--- config.mk ---
export PLATFORM = sky130hd
export DESIGN_NAME = bus_datapath_flat
export DESIGN_NICKNAME = d
export VERILOG_FILES = /design/src/rtl/bus_datapath_if.sv /design/src/rtl/bus_datapath.sv /design/src/flat_wrapper.sv
export SDC_FILE = /design/constraint.sdc
export NUM_CORES = 2
export LEC_CHECK = 0
export CORE_MARGIN = 5
export CORE_UTILIZATION = 40
export DETAILED_ROUTE_END_ITERATION = 10
export DONT_BUFFER_PORTS = 1
export GPL_ROUTABILITY_DRIVEN = 0
export HOLD_SLACK_MARGIN = 0.12
export PLACE_DENSITY = 0.58
export SLEW_MARGIN = 10
export SYNTH_ARGS = -nofsm -noshare
export SYNTH_HDL_FRONTEND = slang
export SYNTH_SLANG_ARGS = --single-unit
--- constraint.sdc ---
create_clock -name clk -period 3.5 [get_ports clk]
set_input_delay 0.7 -clock clk [delete_from_list [all_inputs] [get_ports clk]]
set_output_delay 0.7 -clock clk [all_outputs]
set_load 0.01 [all_outputs]
--- src/rtl/bus_datapath_if.sv ---
// Handshake, memory and status signals of the bus datapath.
// The master side offers micro-ops and answers memory requests; the slave side is the datapath.
interface bus_datapath_if #(
  parameter int WIDTH = 16,
  parameter int NREGS = 64
);
  localparam int RSEL = $clog2(NREGS);

  logic             uop_valid;
  logic             uop_ready;
  logic [1:0]       uop_op;
  logic [2:0]       uop_src;
  logic [2:0]       uop_dst;
  logic [2:0]       uop_alu;
  logic [RSEL-1:0]  uop_reg;
  logic [WIDTH-1:0] uop_imm;
  logic             uop_pcinc;

  logic             mem_req;
  logic             mem_we;
  logic [WIDTH-1:0] mem_addr;
  logic [WIDTH-1:0] mem_wdata;
  logic [WIDTH-1:0] mem_rdata;
  logic             mem_ack;

  logic             done;
  logic             err;
  logic [WIDTH-1:0] pc;
  logic [WIDTH-1:0] ir;
  logic [WIDTH-1:0] bus;

  modport master (
    output uop_valid, uop_op, uop_src, uop_dst, uop_alu, uop_reg, uop_imm, uop_pcinc,
    output mem_rdata, mem_ack,
    input  uop_ready, mem_req, mem_we, mem_addr, mem_wdata, done, err, pc, ir, bus
  );

  modport slave (
    input  uop_valid, uop_op, uop_src, uop_dst, uop_alu, uop_reg, uop_imm, uop_pcinc,
    input  mem_rdata, mem_ack,
    output uop_ready, mem_req, mem_we, mem_addr, mem_wdata, done, err, pc, ir, bus
  );
endinterface

--- src/rtl/bus_datapath.sv ---
// Single-bus datapath executing MOVE / ALU / memory micro-ops through an
// IDLE -> EXEC|MEM -> DONE sequence, with a bounded wait on memory acknowledge.
module bus_datapath #(
  parameter int WIDTH   = 16,
  parameter int NREGS   = 64,
  parameter int TIMEOUT = 15
) (
  input  logic            clk,
  input  logic            reset,
  bus_datapath_if.slave   io
);
  localparam int RSEL = $clog2(NREGS);
  localparam int CW   = $clog2(TIMEOUT + 1);

  localparam logic [CW-1:0]    CNT_ZERO  = CW'(0);
  localparam logic [CW-1:0]    CNT_ONE   = CW'(1);
  localparam logic [CW-1:0]    CNT_LAST  = CW'(TIMEOUT - 1);
  localparam logic [WIDTH-1:0] WORD_ZERO = WIDTH'(0);
  localparam logic [WIDTH-1:0] WORD_ONE  = WIDTH'(1);

  localparam logic [1:0] OP_MOVE  = 2'd0;
  localparam logic [1:0] OP_ALU   = 2'd1;
  localparam logic [1:0] OP_MEMRD = 2'd2;
  localparam logic [1:0] OP_MEMWR = 2'd3;

  typedef enum logic [1:0] {
    ST_IDLE = 2'd0,
    ST_EXEC = 2'd1,
    ST_MEM  = 2'd2,
    ST_DONE = 2'd3
  } state_t;

  state_t           state_r;
  logic [WIDTH-1:0] pc_r, ir_r, mar_r, mdr_r, x_r, y_r, z_r, bus_r;
  logic [WIDTH-1:0] rf_r [NREGS];

  logic [1:0]       op_r;
  logic [2:0]       src_r, dst_r, alu_r;
  logic [RSEL-1:0]  reg_r;
  logic [WIDTH-1:0] imm_r;
  logic             pcinc_r;
  logic [CW-1:0]    cnt_r;

  logic             ready_r, done_r, err_r, mem_req_r, mem_we_r;
  logic [WIDTH-1:0] mem_addr_r, mem_wdata_r;

  logic [WIDTH-1:0] src_val_s;
  logic             src_ok_s;
  logic [WIDTH-1:0] alu_s;
  logic [WIDTH-1:0] pc_inc_s;

  assign pc_inc_s = pc_r + WORD_ONE;

  // Bus source selection from the latched micro-op; code 7 flags an illegal source.
  always_comb begin
    src_val_s = WORD_ZERO;
    src_ok_s  = 1'b1;
    case (src_r)
      3'd0:    src_val_s = pc_r;
      3'd1:    src_val_s = mdr_r;
      3'd2:    src_val_s = z_r;
      3'd3:    src_val_s = rf_r[reg_r];
      3'd4:    src_val_s = x_r;
      3'd5:    src_val_s = y_r;
      3'd6:    src_val_s = imm_r;
      default: begin
        src_val_s = WORD_ZERO;
        src_ok_s  = 1'b0;
      end
    endcase
  end

  // ALU result from X and Y, truncated to the word width.
  always_comb begin
    alu_s = WORD_ZERO;
    case (alu_r)
      3'd0:    alu_s = x_r + y_r;
      3'd1:    alu_s = x_r - y_r;
      3'd2:    alu_s = x_r & y_r;
      3'd3:    alu_s = x_r | y_r;
      3'd4:    alu_s = x_r ^ y_r;
      3'd5:    alu_s = ~x_r;
      3'd6:    alu_s = ($signed(x_r) < $signed(y_r)) ? WORD_ONE : WORD_ZERO;
      default: alu_s = x_r >> 1;
    endcase
  end

  // Sequencer, architectural registers and registered outputs.
  always_ff @(posedge clk) begin
    if (reset) begin
      state_r     <= ST_IDLE;
      pc_r        <= WORD_ZERO;
      ir_r        <= WORD_ZERO;
      mar_r       <= WORD_ZERO;
      mdr_r       <= WORD_ZERO;
      x_r         <= WORD_ZERO;
      y_r         <= WORD_ZERO;
      z_r         <= WORD_ZERO;
      bus_r       <= WORD_ZERO;
      for (int i = 0; i < NREGS; i++) begin
        rf_r[i] <= WORD_ZERO;
      end
      op_r        <= OP_MOVE;
      src_r       <= 3'd0;
      dst_r       <= 3'd7;
      alu_r       <= 3'd0;
      reg_r       <= '0;
      imm_r       <= WORD_ZERO;
      pcinc_r     <= 1'b0;
      cnt_r       <= CNT_ZERO;
      ready_r     <= 1'b1;
      done_r      <= 1'b0;
      err_r       <= 1'b0;
      mem_req_r   <= 1'b0;
      mem_we_r    <= 1'b0;
      mem_addr_r  <= WORD_ZERO;
      mem_wdata_r <= WORD_ZERO;
    end else begin
      done_r <= 1'b0;
      case (state_r)
        ST_IDLE: begin
          if (io.uop_valid) begin
            op_r    <= io.uop_op;
            src_r   <= io.uop_src;
            dst_r   <= io.uop_dst;
            alu_r   <= io.uop_alu;
            reg_r   <= io.uop_reg;
            imm_r   <= io.uop_imm;
            pcinc_r <= io.uop_pcinc;
            cnt_r   <= CNT_ZERO;
            ready_r <= 1'b0;
            if ((io.uop_op == OP_MEMRD) || (io.uop_op == OP_MEMWR)) begin
              state_r     <= ST_MEM;
              mem_req_r   <= 1'b1;
              mem_we_r    <= (io.uop_op == OP_MEMWR);
              mem_addr_r  <= mar_r;
              mem_wdata_r <= mdr_r;
            end else begin
              state_r <= ST_EXEC;
            end
          end
        end
        ST_EXEC: begin
          state_r <= ST_DONE;
          done_r  <= 1'b1;
          if (op_r == OP_ALU) begin
            z_r <= alu_s;
            if (pcinc_r) pc_r <= pc_inc_s;
          end else if (!src_ok_s) begin
            err_r <= 1'b1;
          end else begin
            bus_r <= src_val_s;
            if (pcinc_r) pc_r <= pc_inc_s;
            // A PC destination is assigned last so it wins over the increment.
            case (dst_r)
              3'd0:    pc_r         <= src_val_s;
              3'd1:    ir_r         <= src_val_s;
              3'd2:    mar_r        <= src_val_s;
              3'd3:    mdr_r        <= src_val_s;
              3'd4:    x_r          <= src_val_s;
              3'd5:    y_r          <= src_val_s;
              3'd6:    rf_r[reg_r]  <= src_val_s;
              default: ;
            endcase
          end
        end
        ST_MEM: begin
          if (io.mem_ack) begin
            if (op_r == OP_MEMRD) mdr_r <= io.mem_rdata;
            state_r   <= ST_DONE;
            done_r    <= 1'b1;
            mem_req_r <= 1'b0;
            mem_we_r  <= 1'b0;
            if (pcinc_r) pc_r <= pc_inc_s;
          end else if (cnt_r == CNT_LAST) begin
            err_r     <= 1'b1;
            state_r   <= ST_DONE;
            done_r    <= 1'b1;
            mem_req_r <= 1'b0;
            mem_we_r  <= 1'b0;
            if (pcinc_r) pc_r <= pc_inc_s;
          end else begin
            cnt_r <= cnt_r + CNT_ONE;
          end
        end
        ST_DONE: begin
          state_r <= ST_IDLE;
          ready_r <= 1'b1;
        end
        default: begin
          state_r   <= ST_IDLE;
          ready_r   <= 1'b1;
          mem_req_r <= 1'b0;
          mem_we_r  <= 1'b0;
        end
      endcase
    end
  end

  assign io.uop_ready = ready_r;
  assign io.mem_req   = mem_req_r;
  assign io.mem_we    = mem_we_r;
  assign io.mem_addr  = mem_addr_r;
  assign io.mem_wdata = mem_wdata_r;
  assign io.done      = done_r;
  assign io.err       = err_r;
  assign io.pc        = pc_r;
  assign io.ir        = ir_r;
  assign io.bus       = bus_r;
endmodule

--- src/flat_wrapper.sv ---
// flat-port wrapper written by rule: the top's interface ports become plain ports
module bus_datapath_flat 
#(
  parameter int WIDTH   = 16,
  parameter int NREGS   = 64,
  parameter int TIMEOUT = 15
)
  (clk, reset, io_uop_valid, io_uop_op, io_uop_src, io_uop_dst, io_uop_alu, io_uop_reg, io_uop_imm, io_uop_pcinc, io_mem_rdata, io_mem_ack, io_uop_ready, io_mem_req, io_mem_we, io_mem_addr, io_mem_wdata, io_done, io_err, io_pc, io_ir, io_bus);
  bus_datapath_if #(.WIDTH(WIDTH), .NREGS(NREGS)) io_i ();
  input  logic clk;
  input  logic reset;
  input wire logic [$bits(io_i.uop_valid)-1:0] io_uop_valid;
  input wire logic [$bits(io_i.uop_op)-1:0] io_uop_op;
  input wire logic [$bits(io_i.uop_src)-1:0] io_uop_src;
  input wire logic [$bits(io_i.uop_dst)-1:0] io_uop_dst;
  input wire logic [$bits(io_i.uop_alu)-1:0] io_uop_alu;
  input wire logic [$bits(io_i.uop_reg)-1:0] io_uop_reg;
  input wire logic [$bits(io_i.uop_imm)-1:0] io_uop_imm;
  input wire logic [$bits(io_i.uop_pcinc)-1:0] io_uop_pcinc;
  input wire logic [$bits(io_i.mem_rdata)-1:0] io_mem_rdata;
  input wire logic [$bits(io_i.mem_ack)-1:0] io_mem_ack;
  output wire logic [$bits(io_i.uop_ready)-1:0] io_uop_ready;
  output wire logic [$bits(io_i.mem_req)-1:0] io_mem_req;
  output wire logic [$bits(io_i.mem_we)-1:0] io_mem_we;
  output wire logic [$bits(io_i.mem_addr)-1:0] io_mem_addr;
  output wire logic [$bits(io_i.mem_wdata)-1:0] io_mem_wdata;
  output wire logic [$bits(io_i.done)-1:0] io_done;
  output wire logic [$bits(io_i.err)-1:0] io_err;
  output wire logic [$bits(io_i.pc)-1:0] io_pc;
  output wire logic [$bits(io_i.ir)-1:0] io_ir;
  output wire logic [$bits(io_i.bus)-1:0] io_bus;
  assign io_i.uop_valid = io_uop_valid;
  assign io_i.uop_op = io_uop_op;
  assign io_i.uop_src = io_uop_src;
  assign io_i.uop_dst = io_uop_dst;
  assign io_i.uop_alu = io_uop_alu;
  assign io_i.uop_reg = io_uop_reg;
  assign io_i.uop_imm = io_uop_imm;
  assign io_i.uop_pcinc = io_uop_pcinc;
  assign io_i.mem_rdata = io_mem_rdata;
  assign io_i.mem_ack = io_mem_ack;
  assign io_uop_ready = io_i.uop_ready;
  assign io_mem_req = io_i.mem_req;
  assign io_mem_we = io_i.mem_we;
  assign io_mem_addr = io_i.mem_addr;
  assign io_mem_wdata = io_i.mem_wdata;
  assign io_done = io_i.done;
  assign io_err = io_i.err;
  assign io_pc = io_i.pc;
  assign io_ir = io_i.ir;
  assign io_bus = io_i.bus;
  bus_datapath #(.WIDTH(WIDTH), .NREGS(NREGS), .TIMEOUT(TIMEOUT)) u_core (.clk(clk), .reset(reset), .io(io_i));
endmodule
==> flow_metrics.env <==
export IMPL_path_clk_slew_ps=60
export IMPL_critical_path_slowest_cell="dfxtp_4"
export IMPL_drtIter0Drc=5092
export IMPL_yosys_area_share_simple_pct=13.3
export IMPL_synthTopCellsByArea="edfxtp_1, mux4_2, nor2_1"
export IMPL_yosys_area_top_type="edfxtp_1"
export IMPL_cp_arrival_ps=4190
export IMPL_die_w_um=385
export IMPL_htree_levels=4
export IMPL_max_slew_margin_rel_pct=19.1
export IMPL_clock_latency_ps=770
export IMPL_fmax_mhz=286
export IMPL_tritoncts="built"
export IMPL_seq_area_frac_synth_pct=62.3
export IMPL_cpPeakStageDelay_ps=520
export IMPL_worst_pin_slew_ps=1210
export IMPL_start_util_pct=40.2
export IMPL_skew_ps=25.8
export IMPL_drt_pass1_iter_count=6
export IMPL_finalSetupViolCount=0
export IMPL_status="finished, final reports clean"
export IMPL_die_h_um=385
export IMPL_total_power_uw=38500
export IMPL_core_area_um2=140000
export IMPL_overflow=0
export IMPL_synth_xor_area_share_pct=0.187
export IMPL_synth_common_cells="nor2_1, edfxtp_1, nand2_1"
export IMPL_cp_required_ps=4190
export IMPL_yosys_register_bits=1235
export IMPL_yosysMostFrequentCell="nor2_1"
export IMPL_yosysWarnings=0
export IMPL_grt_max_degree=125
export IMPL_synth_cell_area_um2=56100
export IMPL_powerDensity_nw_per_um2=586
export IMPL_reg2reg_slack_ps=2
export IMPL_cts_sink_count=1235
export IMPL_grt_pass1_vias=38300
export IMPL_hold_viol_final=0
export IMPL_io_pin_count=139
export IMPL_dp_hpwl_mm=126
export IMPL_path_max_fanout=41
export IMPL_synth_fa_ha_area_share_pct=1.50
export IMPL_grt_usage_pct=25.1
export IMPL_drv_slew=0
export IMPL_worstHoldPathType="input port to flip-flop"
export IMPL_crit_path_frequent_cell="buf_4"
export IMPL_io_buffers=0
export IMPL_instances_no_fill=6860
export IMPL_placedCellCount=6574
export IMPL_numCtsBuffers=136
export IMPL_die_area_um2=148000
export IMPL_synth_ff_type="edfxtp_1"
export IMPL_post_drt_wl_per_cell_um=27.3
export IMPL_async_reset_ff_share_pct=0
export IMPL_synthToLayoutAreaGrowth_pct=17.1
export IMPL_cts_buffer_depth=3
export IMPL_via_per_inst=5.86
export IMPL_peakVddDrop_mv=0.384
export IMPL_maxCapViolations=0
export IMPL_root_buffer="clkbuf_16"
export IMPL_syn_area_per_cell_um2=12.1
export IMPL_drive_above_1_share_pct=18.6
export IMPL_p_leak_uw=0.0222
export IMPL_drc=0
export IMPL_grt_first_pass_wirelength_mm=272
export IMPL_synthMuxAreaShare_pct=11.1
export IMPL_period_needed_ps=3500
export IMPL_hold_slack_ps=185
export IMPL_synth_compound_area_share_pct=7.69
export IMPL_antenna_found_initial=7
export IMPL_critPathCaptureType="flip-flop"
export IMPL_vias=40200
export IMPL_yosysUniqueCellTypes=90
export IMPL_synth_nets=4767
export IMPL_wl_mm=188
export IMPL_fin_crit_sh_pct=99.9
export IMPL_rows=137
export IMPL_synth_edf_count=1024
export IMPL_synth_top_area_share_pct=54.8
export IMPL_placed_cell_area_um2=60900
export IMPL_ant_nets=0
export IMPL_crit_type="flip-flop to flip-flop"
export IMPL_final_nets=4988
export IMPL_design_area_um2=65700
export IMPL_crit_chain="buf_16 -> buf_4 -> mux2i_1 -> a221oi_1 -> o21ai_0 -> a2111oi_2 -> a311oi_4 -> buf_4 -> buf_12 -> or3_1 -> a21oi_1"
export IMPL_syn_inst=4647
export IMPL_setup_worst_path_start_class="flip-flop"
export IMPL_synth_top_family_by_area="simple AND/OR/NAND/NOR gates"
[path summary, 6_finish.rpt]
kind | from | endpoint | cells after the start
setup / recovery | flip-flop | u_core.y_r[4] | 11
hold / removal | reset | u_core.mdr_r[14] | 3
setup reg to reg | flip-flop | u_core.y_r[4] | 11
hold reg to reg | u_core.mar_r[5] | u_core.io.mem_addr[5] | 2
[sequential cells by signal (all words and copies together) (netlist names), 2 cells and up, named ones only]
register             cells
u_core.rf_r           1024
u_core.imm_r            16
u_core.io.bus           16
u_core.io.ir            16
u_core.io.mem_addr      16
u_core.io.mem_wdata     16
u_core.io.pc            16
u_core.mar_r            16
u_core.mdr_r            16
u_core.x_r              16
u_core.y_r              16
u_core.z_r              16
u_core.reg_r             6
u_core.cnt_r             4
u_core.alu_r             3
u_core.dst_r             3
u_core.src_r             3
u_core.op_r              2
u_core.state_r           2
[logic make-up after synthesis]
group                    Yosys count
adder cells (fa/ha/maj)           66
flip-flops                      1235
AO/OA/AOI/OAI                    683
AND/OR/NAND/NOR                 1825
XOR/XNOR                          12
buffers and inverters            460
multiplexers                     366
[routing by layer]
| layer | global-route usage [%] | up-vias | routed length (um) |
|---|---|---|---|
| met5 | 0 | - | 19 |
| met3 | 5.45 | 339 | 19300 |
| met2 | 38.6 | 2184 | 85300 |
| met4 | 8.91 | 4 | 6820 |
| li1 | - | 17300 | - |
| met1 | 35.2 | 20400 | 76100 |
[per-stage QoR]
stage	worst slack, ps	utilization, %	setup TNS [ps]
2_1_floorplan	441	-	0
3_3_place_gp	-186	43.7	-208
3_5_place_dp	-149	43.7	-149
4_1_cts	24.1	47.0	0
5_1_grt	-29.8	47.1	-307
6_report	2.24	47.1	0
[layout make-up]
class	instances	area, um^2
Antenna cell	6	15.0
Inverter	63	239
Clock inverter	65	666
Sequential cell	1235	35000
Multi-Input combinational cell	2952	19100
Clock buffer	183	3700
Timing Repair Buffer	480	4630
Fill cell	12600	73800
Tap cell	1876	2350
[critical path: cells and delay by family (launching register included)]
kind	cells	cell delay, ps
AOI/OAI and AO/OA	5	1400
buffers and inverters	4	1000
muxes	1	110
DFF	1	520
and+or+nand+nor	1	360
[power by group]
part | switching, uW | internal [uW] | total (uW)
registers | 544 | 16500 | 17100
clock network | 6050 | 8160 | 14200
logic | 4620 | 2620 | 7240
[what timing repair did]
action	CTS	global route
hold buffers	30	0
buffers inserted	2	0
endpoints found under the hold margin	118	0
setup endpoints to repair	3	335
gates resized for setup	3	13
[layout by cell type, fill, tap and decap left out, drive strengths merged, types with 15 or more instances in the layout]
cell         netlist  layout
clkinv             2      44
a31oi             20      20
nand2b            15      15
nand3             38      38
dfxtp            211     211
mux2              15      15
o22ai             55      55
mux2i            147     147
dlygate4sd3        0      29
buf              187     451
nor2            1174    1174
or3               16      16
nand4             16      16
a211oi            37      37
edfxtp          1024    1024
o221ai            15      15
nor3              47      47
mux4             204     204
a21oi            211     211
nand2            420     420
a22oi             45      45
ha                64      64
clkbuf           210     183
inv               61      74
o21ai            162     162
a22o              17      17
nor2b             24      24
Note: power is estimated with default switching activity, not from simulation.
